File: config.mk
export PLATFORM = sky130hd
export DESIGN_NAME = motor_cntrl_nch
export DESIGN_NICKNAME = d
export VERILOG_FILES = /design/src/rtl/motor_cntrl_nch.sv
export SDC_FILE = /design/constraint.sdc
export NUM_CORES = 1
export LEC_CHECK = 0
export CAP_MARGIN = 20
export CORE_ASPECT_RATIO = 1.2
export CORE_MARGIN = 2
export CORE_UTILIZATION = 56
export DETAILED_ROUTE_END_ITERATION = 10
export HOLD_SLACK_MARGIN = 0.03
export PLACE_DENSITY_LB_ADDON = 0.3
export SLEW_MARGIN = 5
export SYNTH_ARGS = -nofsm -noshare
export SYNTH_HDL_FRONTEND = slang
export SYNTH_SLANG_ARGS = --single-unit
File: constraint.sdc
create_clock -name clk -period 2.86 [get_ports clk]
set_input_delay 0.572 -clock clk [delete_from_list [all_inputs] [get_ports clk]]
set_output_delay 0.572 -clock clk [all_outputs]
set_load 0.005 [all_outputs]
File: src/rtl/motor_cntrl_nch.sv
// motor_cntrl_nch: N-channel H-bridge driver with sign/magnitude PWM, slew limiting, dead time and global enable.
// Latency: one clock from channel state / PWM counter to the fwd/rev pins; en low brakes the pins two clocks later.
// Backpressure: none; cmd_vld is accepted on any cycle. Define MOTOR_CNTRL_COAST_EN to idle in coast (0/0) instead of brake (1/1).
module motor_cntrl_nch #(
  parameter int NUM_CH    = 2,
  parameter int CMD_W     = 11,
  parameter int SLEW_STEP = 64,
  parameter int DEAD_CYC  = 16
) (
  input  logic                     clk,
  input  logic                     rst_n,
  input  logic                     en,
  input  logic [NUM_CH*CMD_W-1:0]  cmd,
  input  logic                     cmd_vld,
  output logic [NUM_CH-1:0]        fwd,
  output logic [NUM_CH-1:0]        rev,
  output logic                     busy
);

  localparam int PWM_W = CMD_W - 1;
  localparam int DCW   = (DEAD_CYC > 1) ? $clog2(DEAD_CYC) : 1;

  localparam logic [PWM_W-1:0]        CNT_MAX   = '1;
  localparam logic [DCW-1:0]          DEAD_LOAD = (DEAD_CYC > 0) ? DCW'(DEAD_CYC - 1) : '0;
  localparam logic signed [CMD_W:0]   STEP      = (CMD_W + 1)'(SLEW_STEP);

  typedef enum logic [2:0] {
    ST_BRAKE = 3'd0,
    ST_FWD   = 3'd1,
    ST_REV   = 3'd2,
    ST_DEAD  = 3'd3,
    ST_COAST = 3'd4
  } state_t;

  // Resting state used for a zero command and for en low.
`ifdef MOTOR_CNTRL_COAST_EN
  localparam state_t ST_IDLE = ST_COAST;
`else
  localparam state_t ST_IDLE = ST_BRAKE;
`endif

  logic [PWM_W-1:0]  cnt;
  logic              cnt_wrap;
  logic [NUM_CH-1:0] ch_busy;

  assign cnt_wrap = (cnt == CNT_MAX);

  // Shared free-running PWM counter; one full wrap is one PWM period.
  always_ff @(posedge clk or negedge rst_n) begin
    if (!rst_n) cnt <= '0;
    else        cnt <= cnt + PWM_W'(1);
  end

  for (genvar i = 0; i < NUM_CH; i++) begin : g_ch
    logic signed [CMD_W-1:0] tgt;
    logic signed [CMD_W-1:0] eff;
    logic signed [CMD_W-1:0] eff_nxt;
    logic signed [CMD_W:0]   eff_x;
    logic signed [CMD_W:0]   diff;
    logic        [CMD_W:0]   abs_x;
    logic        [PWM_W-1:0] mag;
    logic                    pwm;
    state_t                  st;
    state_t                  want;
    logic        [DCW-1:0]   dcnt;
    logic                    fwd_q;
    logic                    rev_q;

    // Target register: all channels load together on the strobe.
    always_ff @(posedge clk or negedge rst_n) begin
      if (!rst_n)       tgt <= '0;
      else if (cmd_vld) tgt <= cmd[i*CMD_W +: CMD_W];
    end

    // Next slewed command; one extra bit so target-eff never wraps.
    always_comb begin
      eff_x   = {eff[CMD_W-1], eff};
      diff    = {tgt[CMD_W-1], tgt} - eff_x;
      eff_nxt = tgt;
      if (SLEW_STEP > 0) begin
        if (diff > STEP)       eff_nxt = CMD_W'(eff_x + STEP);
        else if (diff < -STEP) eff_nxt = CMD_W'(eff_x - STEP);
      end
    end

    // Effective command moves only at the last count so a new value starts a fresh period.
    always_ff @(posedge clk or negedge rst_n) begin
      if (!rst_n)        eff <= '0;
      else if (!en)      eff <= '0;
      else if (cnt_wrap) eff <= eff_nxt;
    end

    // Magnitude and PWM compare; the most negative command saturates to full scale.
    always_comb begin
      abs_x = eff[CMD_W-1] ? -eff_x : eff_x;
      mag   = (|abs_x[CMD_W:PWM_W]) ? CNT_MAX : abs_x[PWM_W-1:0];
      pwm   = (cnt < mag);
    end

    // Drive mode requested by the current effective command.
    always_comb begin
      if (eff == '0)          want = ST_IDLE;
      else if (eff[CMD_W-1])  want = ST_REV;
      else                    want = ST_FWD;
    end

    // Channel FSM with dead-time insertion; pins are registered from the current state.
    always_ff @(posedge clk or negedge rst_n) begin
      if (!rst_n) begin
        st    <= ST_IDLE;
        dcnt  <= '0;
        fwd_q <= 1'b1;
        rev_q <= 1'b1;
      end else begin
        case (st)
          ST_BRAKE: begin fwd_q <= 1'b1; rev_q <= 1'b1; end
          ST_FWD:   begin fwd_q <= pwm;  rev_q <= 1'b0; end
          ST_REV:   begin fwd_q <= 1'b0; rev_q <= pwm;  end
          default:  begin fwd_q <= 1'b0; rev_q <= 1'b0; end
        endcase

        if (!en) begin
          // Disable is an emergency stop: no dead time.
          st <= ST_IDLE;
        end else if (st == ST_DEAD) begin
          // Count is not restarted by eff changes; exit to whatever is wanted now.
          if (dcnt == '0) st <= want;
          else            dcnt <= dcnt - DCW'(1);
        end else if (want != st) begin
          if (DEAD_CYC > 0) begin
            st   <= ST_DEAD;
            dcnt <= DEAD_LOAD;
          end else begin
            st <= want;
          end
        end
      end
    end

    assign fwd[i]     = fwd_q;
    assign rev[i]     = rev_q;
    assign ch_busy[i] = (eff != tgt) || (st == ST_DEAD);
  end

  assign busy = |ch_busy;

endmodule

; ---- After elaboration in Yosys (flattened, before gate mapping)
; Index checks and enable logic that the tools add are counted.
[classes]
addsub = 11
eq_ne = 18
n_reduce_logical = 17
n_lt_le_gt_ge = 6
n_mux = 34
[ops]
columns = cell, n
row1 = 11-bit two-way mux, 8
row2 = "12-bit by 8-bit greater-than comparator with 1-bit output, second input constant", 2
row3 = "12-bit by 7-bit < comparator with 1-bit output, second input constant", 2
row4 = 12-bit two-way mux, 2
row5 = 3-bit two-way mux, 8
row6 = 4-bit two-way mux, 6
row7 = 11-bit negation with 12-bit output, 2
row8 = 11-bit by 11-bit subtractor with 12-bit output, 2
row9 = "11-bit by 8-bit adder with 11-bit output, second input constant", 2
row10 = 11-bit zero test, 2
row11 = 11-bit inequality test, 2
row12 = "11-bit by 8-bit subtractor with 11-bit output, second input constant", 2
row13 = 10-bit < comparator, 2
row14 = 10-bit two-way mux, 2
row15 = "3-bit by 2-bit equality test with 1-bit output, second input constant", 4
row16 = "10-bit by 1-bit adder with 10-bit output, second input constant", 1
row17 = "10-bit equality test, second input constant", 1
row18 = 4-bit zero test, 2
row19 = 2-bit two-way mux, 4
row20 = 1-bit case mux with 2 select lines, 4
row21 = "4-bit by 1-bit subtractor with 4-bit output, second input constant", 2
row22 = "3-bit by 1-bit equality test with 1-bit output, second input constant", 2
row23 = 3-bit zero test, 2
row24 = "3-bit by 1-bit inequality test with 1-bit output, second input constant", 2
row25 = other kinds (10), 18
[word_totals]
inputBits = 26
regBits = 72
wordCells = 99
out_inout_bits = 5

; ---- Depth between registers and ports, before layout
[logic_depth]
ltp_word = 6
mapped_depth = 17

; ---- Worst setup path before layout
; OpenSTA, ideal clock, no wires.
[synth_timing]
path_kind = reg2reg
start = reg g_ch[0].eff[7]
end = reg g_ch[0].fwd_q
arrival_time_ns = 3.027
path_slack_ns = -0.244
n_path_buf = 0
setup_ns = 0.077
required_ns = 2.783
path_stages_with_launch = 17
synth_period_minus_slack_ns = 3.104
path_cell_list = dfrtp_1 > inv_1 > ha_1 > nor3b_1 > nor4b_4 > o21ai_0 > nor2_1 > a21oi_1 > ha_1 > a21oi_1 > nor2b_1 > o21ai_0 > nand2b_1 > a21oi_1 > a21oi_1 > a211o_1 > a31oi_1
[synth_via]
elab_chain_cells = 6
[synth_rtl]
columns = item, line
row1 = start: declaration, 56  ; logic signed [CMD_W-1:0] eff;
row2 = start signal: assignment, 90  ; else if (cnt_wrap) eff <= eff_nxt;
row3 = 11-bit negation with 12-bit output, 95  ; abs_x = eff[CMD_W-1] ? -eff_x : eff_x;
row4 = 12-bit two-way mux *, 95
row5 = 2-bit OR reduction, 96  ; mag = (|abs_x[CMD_W:PWM_W]) ? CNT_MAX : abs_x[PWM_W-1:0];
row6 = 10-bit two-way mux *, 96
row7 = 10-bit < comparator *, 97  ; pwm = (cnt < mag);
row8 = 1-bit case mux with 2 select lines *, 115  ; case (st)
row9 = end signal: assignment, 116  ; ST_BRAKE: begin fwd_q <= 1'b1; rev_q <= 1'b1; end
row10 = end signal: assignment, 117  ; ST_FWD: begin fwd_q <= pwm; rev_q <= 1'b0; end
row11 = end signal: assignment, 118  ; ST_REV: begin fwd_q <= 1'b0; rev_q <= pwm; end
row12 = end: declaration, 66  ; logic fwd_q;
; Mark *: on every way between the ends. The rest lies on a longest branch, timed or not.
; A chain may end at the register's enable or synchronous reset.

; ---- Worst setup path after layout
[layout_timing]
start = reg g_ch[0].eff[0]
end = reg g_ch[0].rev_q
[layout_via]
elab_chain_cells = 6
[layout_rtl]
columns = item, line
row1 = 11-bit negation with 12-bit output, 95
row2 = 12-bit two-way mux *, 95
row3 = 2-bit OR reduction, 96
row4 = 10-bit two-way mux *, 96
row5 = 10-bit < comparator *, 97
row6 = 1-bit case mux with 2 select lines *, 115
row7 = end signal: assignment, 116
row8 = end signal: assignment, 117
row9 = end signal: assignment, 118
row10 = end: declaration, 67  ; logic rev_q;
; Marks and branches as above.

==> impl_metrics.env <==
export IMPL_outcome="complete, but fails checks"
export IMPL_violations="setup timing"
export IMPL_synthCells=688
export IMPL_syn_area_sq_um=5920
export IMPL_cap_viol_max_count=0
export IMPL_grt_usage_pct=27.3
export IMPL_crit_fanout=4
export IMPL_via_per_inst=6.39
export IMPL_fmax_ghz=0.317
export IMPL_clk_latency_ns=0.35
export IMPL_startpoint_type="register"
export IMPL_slowest_stage="dfrtp_1"
export IMPL_synth_edf_count=0
export IMPL_start_util_pct=56.9
export IMPL_cts_sinks=70
export IMPL_swShare_pct=31.9
export IMPL_dieWidth_um=97.9
export IMPL_vias=5870
export IMPL_power_net_switching_uw=1020
export IMPL_clk_pin_slew_ns=0.06
export IMPL_worstSetupPathType="reg2reg"
export IMPL_seqPwrFrac_pct=35.3
export IMPL_final_core_util_pct=74.4
export IMPL_antenna_found_initial=0
export IMPL_ir_worst_vdd_uv=289
export IMPL_critPathCaptureType="register"
export IMPL_rsz0062_at_grt="yes"
export IMPL_rows=41
export IMPL_worst_path_buf_inv=1
export IMPL_ys_seq_area_share_pct=29.7
export IMPL_leakagePower_uw=0.00322
export IMPL_place_congestion=0.939
export IMPL_drt_wl_total_um=17600
export IMPL_boundaryPins=31
export IMPL_cts_hold_buffers_added=0
export IMPL_grt_pass1_wl_um=25200
export IMPL_dieArea_sq_um=11400
export IMPL_setup_viol=19
export IMPL_drv_slew=0
export IMPL_path_delay_family="simple AND/OR/NAND/NOR gates"
export IMPL_period_needed_ns=3.16
export IMPL_syn_nets=765
export IMPL_dp_hpwl_um=11100
export IMPL_layout_setup_ws_ns=-0.297
export IMPL_port_buffers=30
export IMPL_grt_ovfl_total=0
export IMPL_cts_tree="done"
export IMPL_antenna_left=0
export IMPL_hp_class="in2async"
export IMPL_worst_hold_slack_ns=0.0357
export IMPL_tightestPinTransition_ns=0.721
export IMPL_numCtsBuffers=9
export IMPL_ys_seq_elements=70
export IMPL_drc=0
export IMPL_drt_iter0_drc=517
export IMPL_grt_max_degree=68
export IMPL_comb_power_share_pct=29.4
export IMPL_power_density_nw_per_um2=412
export IMPL_synth_distinct_cells=78
export IMPL_ys_warn_count=0
export IMPL_fp_coreArea_sq_um=10400
export IMPL_power_frac_clock_pct=35.3
export IMPL_drive_gt1_share_pct=28.7
export IMPL_synth_ff_type="dfrtp_1"
export IMPL_clock_skew_ns=0.00774
export IMPL_required_ns=3.13
export IMPL_hold_viol_final=0
export IMPL_grt_pass1_vias=5214
export IMPL_diodes=0
export IMPL_cts_buffer_depth=2
export IMPL_cts_root_buf="clkbuf_16"
export IMPL_fin_crit_sh_pct=110
export IMPL_fp_dieH_um=117
export IMPL_fillerInstances=705
export IMPL_wl_per_cell_um=19.1
export IMPL_p_int_uw=2170
export IMPL_ys_async_sr_fraction_pct=100
export IMPL_slowest_delay_ns=0.42
export IMPL_syn_to_final_growth_pct=30.9
export IMPL_nets=862
export IMPL_firstDrtPassIters=5
export IMPL_arrival_ns=3.42
export IMPL_slew_headroom_pct=51.7
export IMPL_synth_avg_cell_area_sq_um=8.61
export IMPL_htreeDepth=3
export IMPL_crit_chain="inv_2, ha_4, or3b_4, nor4b_4, o21ai_1, nor2_1, a21oi_1, ha_1, a21oi_2, nor2b_1, o21ai_1, nand2b_1, a21oi_2, a21oi_1, a211o_1, a31oi_1"
-- cell usage after synthesis (3+ instances only) --
| master | count | share of area (%) |
|---|---|---|
| nor3_1 | 19 | 1.6 |
| and2_1 | 5 | 0.53 |
| nor4_1 | 5 | 0.53 |
| o2111ai_1 | 8 | 1.2 |
| nor2b_1 | 8 | 0.85 |
| buf_4 | 6 | 0.76 |
| a21oi_1 | 38 | 3.2 |
| o21ai_0 | 40 | 3.4 |
| nand3_1 | 31 | 2.6 |
| nand4_1 | 12 | 1.3 |
| o211ai_1 | 7 | 0.89 |
| and4_1 | 3 | 0.44 |
| o211a_1 | 3 | 0.51 |
| a31oi_1 | 12 | 1.3 |
| or3_1 | 3 | 0.32 |
| clkbuf_1 | 26 | 1.6 |
| dfrtp_1 | 66 | 28 |
| o2111a_1 | 3 | 0.57 |
| mux2i_1 | 18 | 3.0 |
| a211oi_1 | 10 | 1.3 |
| ha_1 | 49 | 10 |
| o31ai_1 | 7 | 0.89 |
| and3_1 | 7 | 0.74 |
| o22ai_1 | 5 | 0.53 |
| a221oi_1 | 3 | 0.44 |
| nand2_1 | 79 | 5.0 |
| dfstp_2 | 4 | 1.8 |
| inv_1 | 45 | 2.9 |
| nand2b_1 | 6 | 0.63 |
| mux2_2 | 16 | 3.0 |
| nor2_1 | 28 | 1.8 |
| nor3b_1 | 6 | 0.76 |
| a211o_1 | 3 | 0.44 |
| xor2_1 | 7 | 1.0 |
| o21a_1 | 6 | 0.76 |
| a21o_1 | 16 | 2.0 |
| xnor2_1 | 21 | 3.1 |
| buf_2 | 6 | 0.51 |
-- final cells by class --
class                      instances  area, sq um  share of cell area, %
clock buffer                      15          248                   3.20
tap                              129          161                   2.08
sequential                        70         1760                   22.7
multi-input combinational        533         4310                   55.7
inverter                          46          175                   2.26
clock inverter                     1         30.0                  0.388
timing repair buffer             125         1060                   13.7
-- power by group through the flow --
stage          combinational (uW)  clock (uW)  sequential [uW]
3_5_place_dp                  739           0             1130
6_report                      938        1130             1130
3_3_place_gp                  718           0             1130
4_1_cts                       768        1120             1120
2_1_floorplan                 530           0             1110
5_1_grt                      1010        1170             1140
-- flip-flops by register name, indices dropped and copies added (netlist names) --
register    count
cnt            10
g_ch.dcnt       8
g_ch.eff       22
g_ch.fwd_q      2
g_ch.rev_q      2
g_ch.st         4
g_ch.tgt       22
-- through the flow --
step	cell area, sq um	worst slack [ns]	TNS [ns]	total power [uW]	instances
detailed placement	6750	-0.224	-1.95	1870	878
finish	7750	-0.297	-3.16	3190	919
CTS	7140	-0.148	-0.918	3010	897
global placement	6750	-0.0868	-0.370	1850	878
global route	7750	-0.531	-7.07	3310	919
floorplan	5940	-0.134	-0.267	1640	688
-- path summary, 6_finish.rpt --
path,start,to,cells past startpoint,slack [ns]
worst max-delay path,g_ch[0].eff[0],g_ch[0].rev_q,16,-0.30
worst max register to register,g_ch[0].eff[0],g_ch[0].rev_q,16,-0.30
max in group asynchronous,rst_n,g_ch[1].rev_q,2,2.19
min in group clk,g_ch[1].dcnt[0],g_ch[1].dcnt[0],1,0.51
worst min register to register,g_ch[1].dcnt[0],g_ch[1].dcnt[0],1,0.51
worst min-delay path,rst_n,g_ch[0].dcnt[2],1,0.04
-- logic make-up (layout without fill, tap and decap cells) --
logic type | count (synthesis) | in the layout | share of synthesized area (%)
and+or+nand+nor | 226 | 226 | 19.8
AOI/OAI and AO/OA | 194 | 194 | 23.2
buffers and inverters | 85 | 187 | 6.02
DFF | 70 | 70 | 29.7
adders and majority gates | 51 | 51 | 11.0
muxes | 34 | 34 | 6.09
xor gates and xnor gates | 28 | 28 | 4.14
-- routing by layer --
layer / global-route usage (%) / part of all wire, % / vias to the layer above / routed length (um)
met5: 0 / 0 / - / 0
met4: 11.1 / 3.8 / 0 / 671
met3: 3.05 / 5.8 / 54 / 1010
met2: 46.4 / 49 / 263 / 8600
met1: 35.8 / 41 / 2831 / 7300
li1: - / - / 2722 / -
-- placed cells by master, fill, tap and decap left out, types with 6 or more instances in the layout --
cell             Yosys  routed
mux2_2              16      16
dfrtp_1             66      62
and3_1               7       6
ha_1                49      31
o211ai_1             7       7
nor2b_1              8       6
nand2_1             79      79
a31oi_1             12      11
xor2_1               7       6
mux2i_1             18      18
a21oi_1             38      28
xnor2_1             21      18
ha_4                 0      14
clkbuf_1            26       6
nor3_1              19      14
o21ai_1              2       7
nand3_1             31      28
a21o_1              16      16
clkbuf_16            0       9
a21oi_2              0       8
clkdlybuf4s50_1      0      29
a211oi_1            10       7
inv_2                1       8
o21a_1               6       6
nand2b_1             6       6
buf_6                1      10
nand4_1             12      12
buf_4                6      84
nor2_1              28      28
inv_1               45      37
o21ai_0             40      35
-- timing repair --
action	4_1_cts	5_1_grt
resized for setup	22	91
setup endpoints to repair	25	27
pin swaps	8	52
buffers inserted	3	23
(Power assumes the default switching activity.)
